==> src/rtl/muldiv_unit.sv <==
// Iterative multiply/divide unit holding the architectural HI/LO registers.
// Shift-add multiply and restoring divide, one bit per cycle, signs fixed at the end.
module muldiv_unit #(
    parameter int WIDTH = 32
) (
    input  logic             clk,
    input  logic             rst,
    input  logic             start,
    input  logic [2:0]       op,
    input  logic [WIDTH-1:0] a,
    input  logic [WIDTH-1:0] b,
    output logic             busy,
    output logic             done,
    output logic [WIDTH-1:0] hi,
    output logic [WIDTH-1:0] lo
);

    localparam int CW = $clog2(WIDTH) + 1;

    localparam logic [2:0] OP_MULT  = 3'd0;
    localparam logic [2:0] OP_MULTU = 3'd1;
    localparam logic [2:0] OP_DIV   = 3'd2;
    localparam logic [2:0] OP_DIVU  = 3'd3;
    localparam logic [2:0] OP_MTHI  = 3'd4;
    localparam logic [2:0] OP_MTLO  = 3'd5;

    typedef enum logic [1:0] {
        S_IDLE,
        S_CALC,
        S_FIX
    } state_t;

    state_t           state_q;
    logic             busy_q;
    logic             done_q;
    logic [WIDTH-1:0] hi_q;
    logic [WIDTH-1:0] lo_q;
    logic [WIDTH-1:0] acc_q;
    logic [WIDTH-1:0] acc_d;
    logic [WIDTH-1:0] q_q;
    logic [WIDTH-1:0] q_d;
    logic [WIDTH-1:0] opd_q;
    logic [WIDTH-1:0] araw_q;
    logic [CW-1:0]    cnt_q;
    logic             is_div_q;
    logic             neg_q;
    logic             neg_r_q;
    logic             div0_q;

    logic             is_muldiv;
    logic             sgn_op;
    logic [WIDTH-1:0] a_abs;
    logic [WIDTH-1:0] b_abs;

    logic [WIDTH:0]   sum;
    logic [WIDTH:0]   rsh;
    logic [WIDTH-1:0] diff;
    logic             ge;

    logic [2*WIDTH-1:0] prod;
    logic [2*WIDTH-1:0] prod_s;
    logic [WIDTH-1:0]   quo;
    logic [WIDTH-1:0]   rem;
    logic [WIDTH-1:0]   hi_d;
    logic [WIDTH-1:0]   lo_d;

    assign is_muldiv = (op == OP_MULT) || (op == OP_MULTU) ||
                       (op == OP_DIV)  || (op == OP_DIVU);
    assign sgn_op    = ~op[0];
    assign a_abs     = (sgn_op && a[WIDTH-1]) ? -a : a;
    assign b_abs     = (sgn_op && b[WIDTH-1]) ? -b : b;

    // One iteration: add-then-shift-right for multiply, shift-then-subtract for divide
    always_comb begin
        sum   = {1'b0, acc_q} + (q_q[0] ? {1'b0, opd_q} : '0);
        rsh   = {acc_q, q_q[WIDTH-1]};
        diff  = rsh[WIDTH-1:0] - opd_q;
        ge    = rsh[WIDTH] || (rsh[WIDTH-1:0] >= opd_q);
        acc_d = sum[WIDTH:1];
        q_d   = {sum[0], q_q[WIDTH-1:1]};
        if (is_div_q) begin
            acc_d = ge ? diff : rsh[WIDTH-1:0];
            q_d   = {q_q[WIDTH-2:0], ge};
        end
    end

    always_comb begin
        prod   = {acc_q, q_q};
        prod_s = neg_q ? -prod : prod;
        quo    = neg_q ? -q_q : q_q;
        rem    = neg_r_q ? -acc_q : acc_q;
        hi_d   = prod_s[2*WIDTH-1:WIDTH];
        lo_d   = prod_s[WIDTH-1:0];
        if (is_div_q) begin
            hi_d = rem;
            lo_d = quo;
            if (div0_q) begin
                hi_d = araw_q;
                lo_d = '1;
            end
        end
    end

    always_ff @(posedge clk or posedge rst) begin
        if (rst) begin
            state_q  <= S_IDLE;
            busy_q   <= 1'b0;
            done_q   <= 1'b0;
            hi_q     <= '0;
            lo_q     <= '0;
            acc_q    <= '0;
            q_q      <= '0;
            opd_q    <= '0;
            araw_q   <= '0;
            cnt_q    <= '0;
            is_div_q <= 1'b0;
            neg_q    <= 1'b0;
            neg_r_q  <= 1'b0;
            div0_q   <= 1'b0;
        end else begin
            done_q <= 1'b0;
            unique case (state_q)
                S_IDLE: begin
                    if (start && is_muldiv) begin
                        state_q  <= S_CALC;
                        busy_q   <= 1'b1;
                        cnt_q    <= '0;
                        acc_q    <= '0;
                        is_div_q <= op[1];
                        neg_q    <= sgn_op & (a[WIDTH-1] ^ b[WIDTH-1]);
                        neg_r_q  <= sgn_op & op[1] & a[WIDTH-1];
                        div0_q   <= op[1] & (b == '0);
                        araw_q   <= a;
                        q_q      <= op[1] ? a_abs : b_abs;
                        opd_q    <= op[1] ? b_abs : a_abs;
                    end else if (start && op == OP_MTHI) begin
                        hi_q <= a;
                    end else if (start && op == OP_MTLO) begin
                        lo_q <= a;
                    end
                end
                S_CALC: begin
                    acc_q <= acc_d;
                    q_q   <= q_d;
                    cnt_q <= cnt_q + 1'b1;
                    if (cnt_q == CW'(WIDTH - 1)) begin
                        state_q <= S_FIX;
                    end
                end
                S_FIX: begin
                    hi_q    <= hi_d;
                    lo_q    <= lo_d;
                    done_q  <= 1'b1;
                    busy_q  <= 1'b0;
                    state_q <= S_IDLE;
                end
                default: state_q <= S_IDLE;
            endcase
        end
    end

    assign busy = busy_q;
    assign done = done_q;
    assign hi   = hi_q;
    assign lo   = lo_q;

endmodule

==> config.mk <==
export PLATFORM = sky130hd
export DESIGN_NAME = muldiv_unit
export DESIGN_NICKNAME = d
export VERILOG_FILES = /design/src/rtl/muldiv_unit.sv
export SDC_FILE = /design/constraint.sdc
export NUM_CORES = 1
export LEC_CHECK = 0
export ABC_CLOCK_PERIOD_IN_PS = 7400
export CAP_MARGIN = 20
export CORE_UTILIZATION = 60
export CTS_CLUSTER_DIAMETER = 200
export DETAILED_ROUTE_END_ITERATION = 7
export DONT_BUFFER_PORTS = 1
export GPL_TIMING_DRIVEN = 0
export PLACE_DENSITY = 0.73
export SYNTH_ARGS = -nofsm -noshare
export SYNTH_HDL_FRONTEND = slang
export SYNTH_SLANG_ARGS = --single-unit
==> constraint.sdc <==
create_clock -name clk -period 7.4 [get_ports clk]
set_input_delay 0.74 -clock clk [delete_from_list [all_inputs] [get_ports clk]]
set_output_delay 0.74 -clock clk [all_outputs]
set_load 0.1 [all_outputs]
Yosys cells after proc, flatten, opt, wreduce, memory -nomap -nowiden
Index checks and enable logic that the tools add are counted.
{"block": "totals", "ff_bits": 206, "word_cells": 97, "in_bits": 70}
{"block": "op_classes", "bitwise_logic": 6, "add_sub_neg": 8, "n_reduce_logical": 20, "n_mux": 34, "n_eq_ne": 14, "magnitude_cmp": 1}
{"op": "32-bit 2-to-1 mux", "count": 21}
{"op": "32-bit one-hot mux with 2 select lines", "count": 4}
{"op": "32-bit negation", "count": 4}
{"op": "64-bit 2-to-1 mux", "count": 1}
{"op": "64-bit negation", "count": 1}
{"op": "32-bit by 32-bit adder with 33-bit output", "count": 1}
{"op": "32-bit greater-or-equal comparator", "count": 1}
{"op": "32-bit logical NOT", "count": 1}
{"op": "32-bit subtractor", "count": 1}
{"op": "2-bit != test, second input constant", "count": 6}
{"op": "6-bit one-hot mux with 2 select lines", "count": 1}
{"op": "2-bit AND reduction", "count": 4}
{"op": "6-bit by 1-bit adder with 6-bit output, second input constant", "count": 1}
{"op": "3-bit by 2-bit equality test with 1-bit output, second input constant", "count": 2}
{"op": "3-bit equality test, second input constant", "count": 2}
{"op": "6-bit by 5-bit equality test with 1-bit output, second input constant", "count": 1}
{"op": "6-bit 2-to-1 mux", "count": 1}
{"op": "1-bit logical AND", "count": 5}
{"op": "1-bit bitwise AND", "count": 4}
{"op": "1-bit logical OR", "count": 4}
{"op": "2-bit 2-to-1 mux", "count": 2}
{"op": "2-bit one-hot mux with 2 select lines", "count": 1}
{"op": "4-bit AND reduction", "count": 1}
{"op": "2-bit nonzero test", "count": 2}
{"op": "other kinds (10)", "count": 11}

Logic depth before layout (Yosys ltp)
{"block": "depth", "word_depth": 7, "depth_mapped": 15, "ltp_nobuf": 13}

Worst setup path before layout
OpenSTA, ideal clock, no wires.
{"block": "synth_timing", "path_kind": "reg-to-reg", "startpoint": "reg q_q[0]", "endpoint": "reg acc_q[27]", "t_required_ps": 7274, "n_path_buf": 2, "path_stages_with_launch": 15, "setup_time_ps": 126, "synth_period_minus_slack_ps": 3334, "t_arrival_ps": 3208, "path_slack_ps": 4066, "path_cell_list": "dfrtp_1 clkbuf_1 inv_1 clkbuf_1 nor2_1 ha_1 nand2b_1 a21oi_1 or3_1 a21boi_0 o21ai_0 a311o_1 a311oi_1 mux2i_1 a221o_1"}
{"block": "synth_between", "elab_chain_len": 4}
{"element": "start: declaration", "line": "40", "source": "logic [WIDTH-1:0] q_q;"}
{"element": "start signal: assignment", "line": "134", "source": "q_q <= op[1] ? a_abs : b_abs;"}
{"element": "start signal: assignment", "line": "144", "source": "q_q <= q_d;"}
{"element": "32-bit 2-to-1 mux", "line": "75", "source": "sum = {1'b0, acc_q} + (q_q[0] ? {1'b0, opd_q} : '0);"}
{"element": "32-bit by 32-bit adder with 33-bit output", "line": "75"}
{"element": "32-bit 2-to-1 mux", "line": "81", "source": "if (is_div_q) begin"}
{"element": "32-bit one-hot mux with 2 select lines", "line": "122", "source": "unique case (state_q)"}
{"element": "end signal: assignment", "line": "111", "source": "acc_q <= '0;"}
{"element": "end signal: assignment", "line": "128", "source": "acc_q <= '0;"}
{"element": "end signal: assignment", "line": "143", "source": "acc_q <= acc_d;"}
{"element": "end: declaration", "line": "38", "source": "logic [WIDTH-1:0] acc_q;"}
No other way between the ends.
A chain may end at the register's enable or synchronous reset.

Worst setup path in the final report
{"block": "layout_timing", "startpoint": "reg acc_q[0]", "endpoint": "reg acc_q[30]"}
{"block": "layout_between", "elab_chain_len": 5, "word_cells_on_any_way": 7, "classes_between": "2 x add/sub; 1 x order compare; 3 x mux; 1 x reduce/logical"}
{"element": "32-bit greater-or-equal comparator", "line": "78", "source": "ge = rsh[WIDTH] || (rsh[WIDTH-1:0] >= opd_q);"}
{"element": "1-bit logical OR", "line": "78"}
{"element": "32-bit 2-to-1 mux", "line": "82", "source": "acc_d = ge ? diff : rsh[WIDTH-1:0];"}
{"element": "32-bit 2-to-1 mux *", "line": "81"}
{"element": "32-bit one-hot mux with 2 select lines *", "line": "122"}
Every way passes the cells marked *; elsewhere a longest branch is shown, timed or not.

==> results.md <==
* Vias per Instance at 7.23
* Synth area leaders: dfrtp_1 30%, nand2_1 7.2%, o21ai_0 7.0%
* Clock Pin Slew Worst Setup and Hold Paths at 70 ps
* Synth Cell Area at 17200 um2
* PwrDens at 526 nW/um2
* FMAX at 200 MHz
* Critical path class: reg -> reg
* Critical R2R Launch: acc_q[0]$_DFFE_PP0P_
* Final Hold Fails at 0
* RSZ-0062 raised after global routing: false
* R2R cell count at 14
* DRT Pass-1 Iters at 6
* Row cnt at 61
* Worst vdd ir at 318 uV
* Min Tclk post-route at 4990 ps
* FFs w/ async S/R, synth at 1.00
* Latest clock arrival within the worst-skew pair at 570 ps
* Worst Hold Class: in -> async
* Sequential cell area fraction in the yosys report at 0.299
* Iteration-0 DRC count of the detailed router at 3035
* Syn_nets at 2406
* Worst slew pin tran at 1100 ps
* Setup TNS at 0 ps
* End of the worst register-to-register path: acc_q[30]$_DFFE_PP0P_
* Crit path DAT at 5400 ps
* Slew headroom at 0.267
* Clk sinks at 206
* CTS resizes at 0
* Deepest clock path buffer count at 3
* Inst Count DP at 2645
* Clk_skew at 32.9 ps
* DP Worst Slack at 2580 ps
* Die width at 172 um
* Total GRT Usage at 0.499
* DIE AREA at 29400 um2
* FF+latch count, synth at 206
* WHS at 92.3 ps
* Most common cell in the netlist: nand2_1
* Largest area contributor in the netlist: dfrtp_1
* Final Wtd Congestion at 1.08
* Fin crit share at 0.674
* Design area at 18700 um2
* Avg Cell Area, Syn at 7.61 um2
* Postcts setup bufs at 0
* Critical Path Sink Type: register
* Initial antenna violation count at 2
* Wire per inst at 27.5 um
* Placed instance area at 17800 um2
* GRT overflow at 0
* Distinct cells, synth at 75
* Die Y at 172 um
* Vias in the first global route at 18200
* P_leak at 7.63 nW
* Hold buffer count at CTS at 0
* Clock root cell: clkbuf_16
* Flop2flop setup slack at 2410 ps
* Fill count at 2429
* Post-synth EDFFs at 0
* Worst-path fanout max at 10
* Layout Area Growth over Synthesis at 8.23%
* # setup viols final at 0
* Fin util at 0.666
* Port bufs at 0
* H-tree levels at 1
* Synth top cells by count: 331 x nand2_1, 242 x o21ai_0, 206 x dfrtp_1
* CP required at 7810 ps
* CTS tree: yes
* Global-route wire length before repair at 109 mm
* Non-Filler Instances at 2691
* HPWL after DPL at 56.9 mm
* Setup WS post-layout at 2410 ps
* Layout cell share with drive strength beyond 1 at 0.0376
* Max-cap violations at 0
* Startpoint types: register
* Yosys warning total at 0
* Syn Inst Count at 2265
* Status: finished clean
* Top FF cell, synth: dfrtp_1
* Io pins at 136
* Nets at 2435
* WL final at 74.0 mm
* DRC at 0
* TritonCTS Buffers at 24
* Fin. max-slew vios at 0
* CORE AREA at 28000 um2
* Total number of vias at 19500
* DRT antenna net count at 0
* Largest net degree at the start of global routing at 133
* Overall power at 9.82 mW
* Starting Density at 0.615
* Top-area cell type share of the netlist area at 0.299
## layer usage
layer,vias to the layer above,global-route usage,part of all wire
li1,8248,-,-
met1,9094,0.619,0.36
met2,1679,0.731,0.41
met3,429,0.164,0.14
met4,0,0.350,0.085
met5,-,0,0
## sequential cells by signal, summed over array words and instances, names as in the netlist, 2 cells and up
register and cells:
acc_q 32, araw_q 32, hi 32, lo 32, opd_q 32, q_q 32, cnt_q 6, state_q 2
## kinds of logic after synthesis
group | synth area share
adder cells (fa/ha/maj) | 0.0524
buffers and inverters | 0.0520
AO/OA/AOI/OAI | 0.274
multiplexers | 0.0312
XOR/XNOR | 0.0848
AND/OR/NAND/NOR | 0.207
flip-flops | 0.299
## report_power, final
part           switching (mW)  leakage [nW]  internal, mW  total [mW]
clock                   0.548         0.432         0.828        1.38
combinational            3.25          4.70          1.95        5.20
sequential               1.69          2.50          1.55        3.24
## worst max path at each step
stage,cells past startpoint,slack (ps),from,endpoint
2_1_floorplan,1,1040,rst,acc_q[0]$_DFFE_PP0P_
3_3_place_gp,1,-1060,rst,opd_q[8]$_DFFE_PP0P_
3_5_place_dp,14,2580,acc_q[0]$_DFFE_PP0P_,acc_q[6]$_DFFE_PP0P_
4_1_cts,14,2560,acc_q[0]$_DFFE_PP0P_,acc_q[30]$_DFFE_PP0P_
5_1_grt,14,2280,acc_q[0]$_DFFE_PP0P_,acc_q[30]$_DFFE_PP0P_
6_report,14,2410,acc_q[0]$_DFFE_PP0P_,acc_q[30]$_DFFE_PP0P_
## critical path, cell delays in order (launching register included)
cell	delay [ps]
dfrtp_1	390
clkbuf_1	400
inv_1	170
fa_1	490
nor2b_1	200
o2111ai_1	180
a21oi_1	400
o21bai_1	160
a21oi_1	300
o21a_1	200
clkbuf_1	650
clkbuf_1	710
nor2_1	80
a311oi_1	340
o21ai_0	150
## layout by cell type, fill, tap and decap left out, drive strengths merged, types with 47 or more instances in the layout
master | Yosys | routed
xnor2 | 104 | 104
nand2 | 331 | 331
clkbuf | 141 | 170
inv | 71 | 71
xor2 | 63 | 63
nor2 | 179 | 179
o211ai | 51 | 51
dfrtp | 206 | 206
a21oi | 176 | 176
mux2i | 47 | 47
o21ai | 242 | 242
ha | 69 | 69
## area by class of cell
class,instances,area [um2],share of cell area
Antenna cell,1,2.50,0.000134
Buffer,161,626,0.0335
Clock buffer,28,636,0.0341
Clock inverter,16,254,0.0136
Inverter,72,278,0.0149
Multi-Input combinational cell,1826,11200,0.600
Sequential cell,206,5150,0.276
Tap cell,378,473,0.0253
Timing Repair Buffer,3,40.0,0.00215
Power figures use the tool's default switching activity.
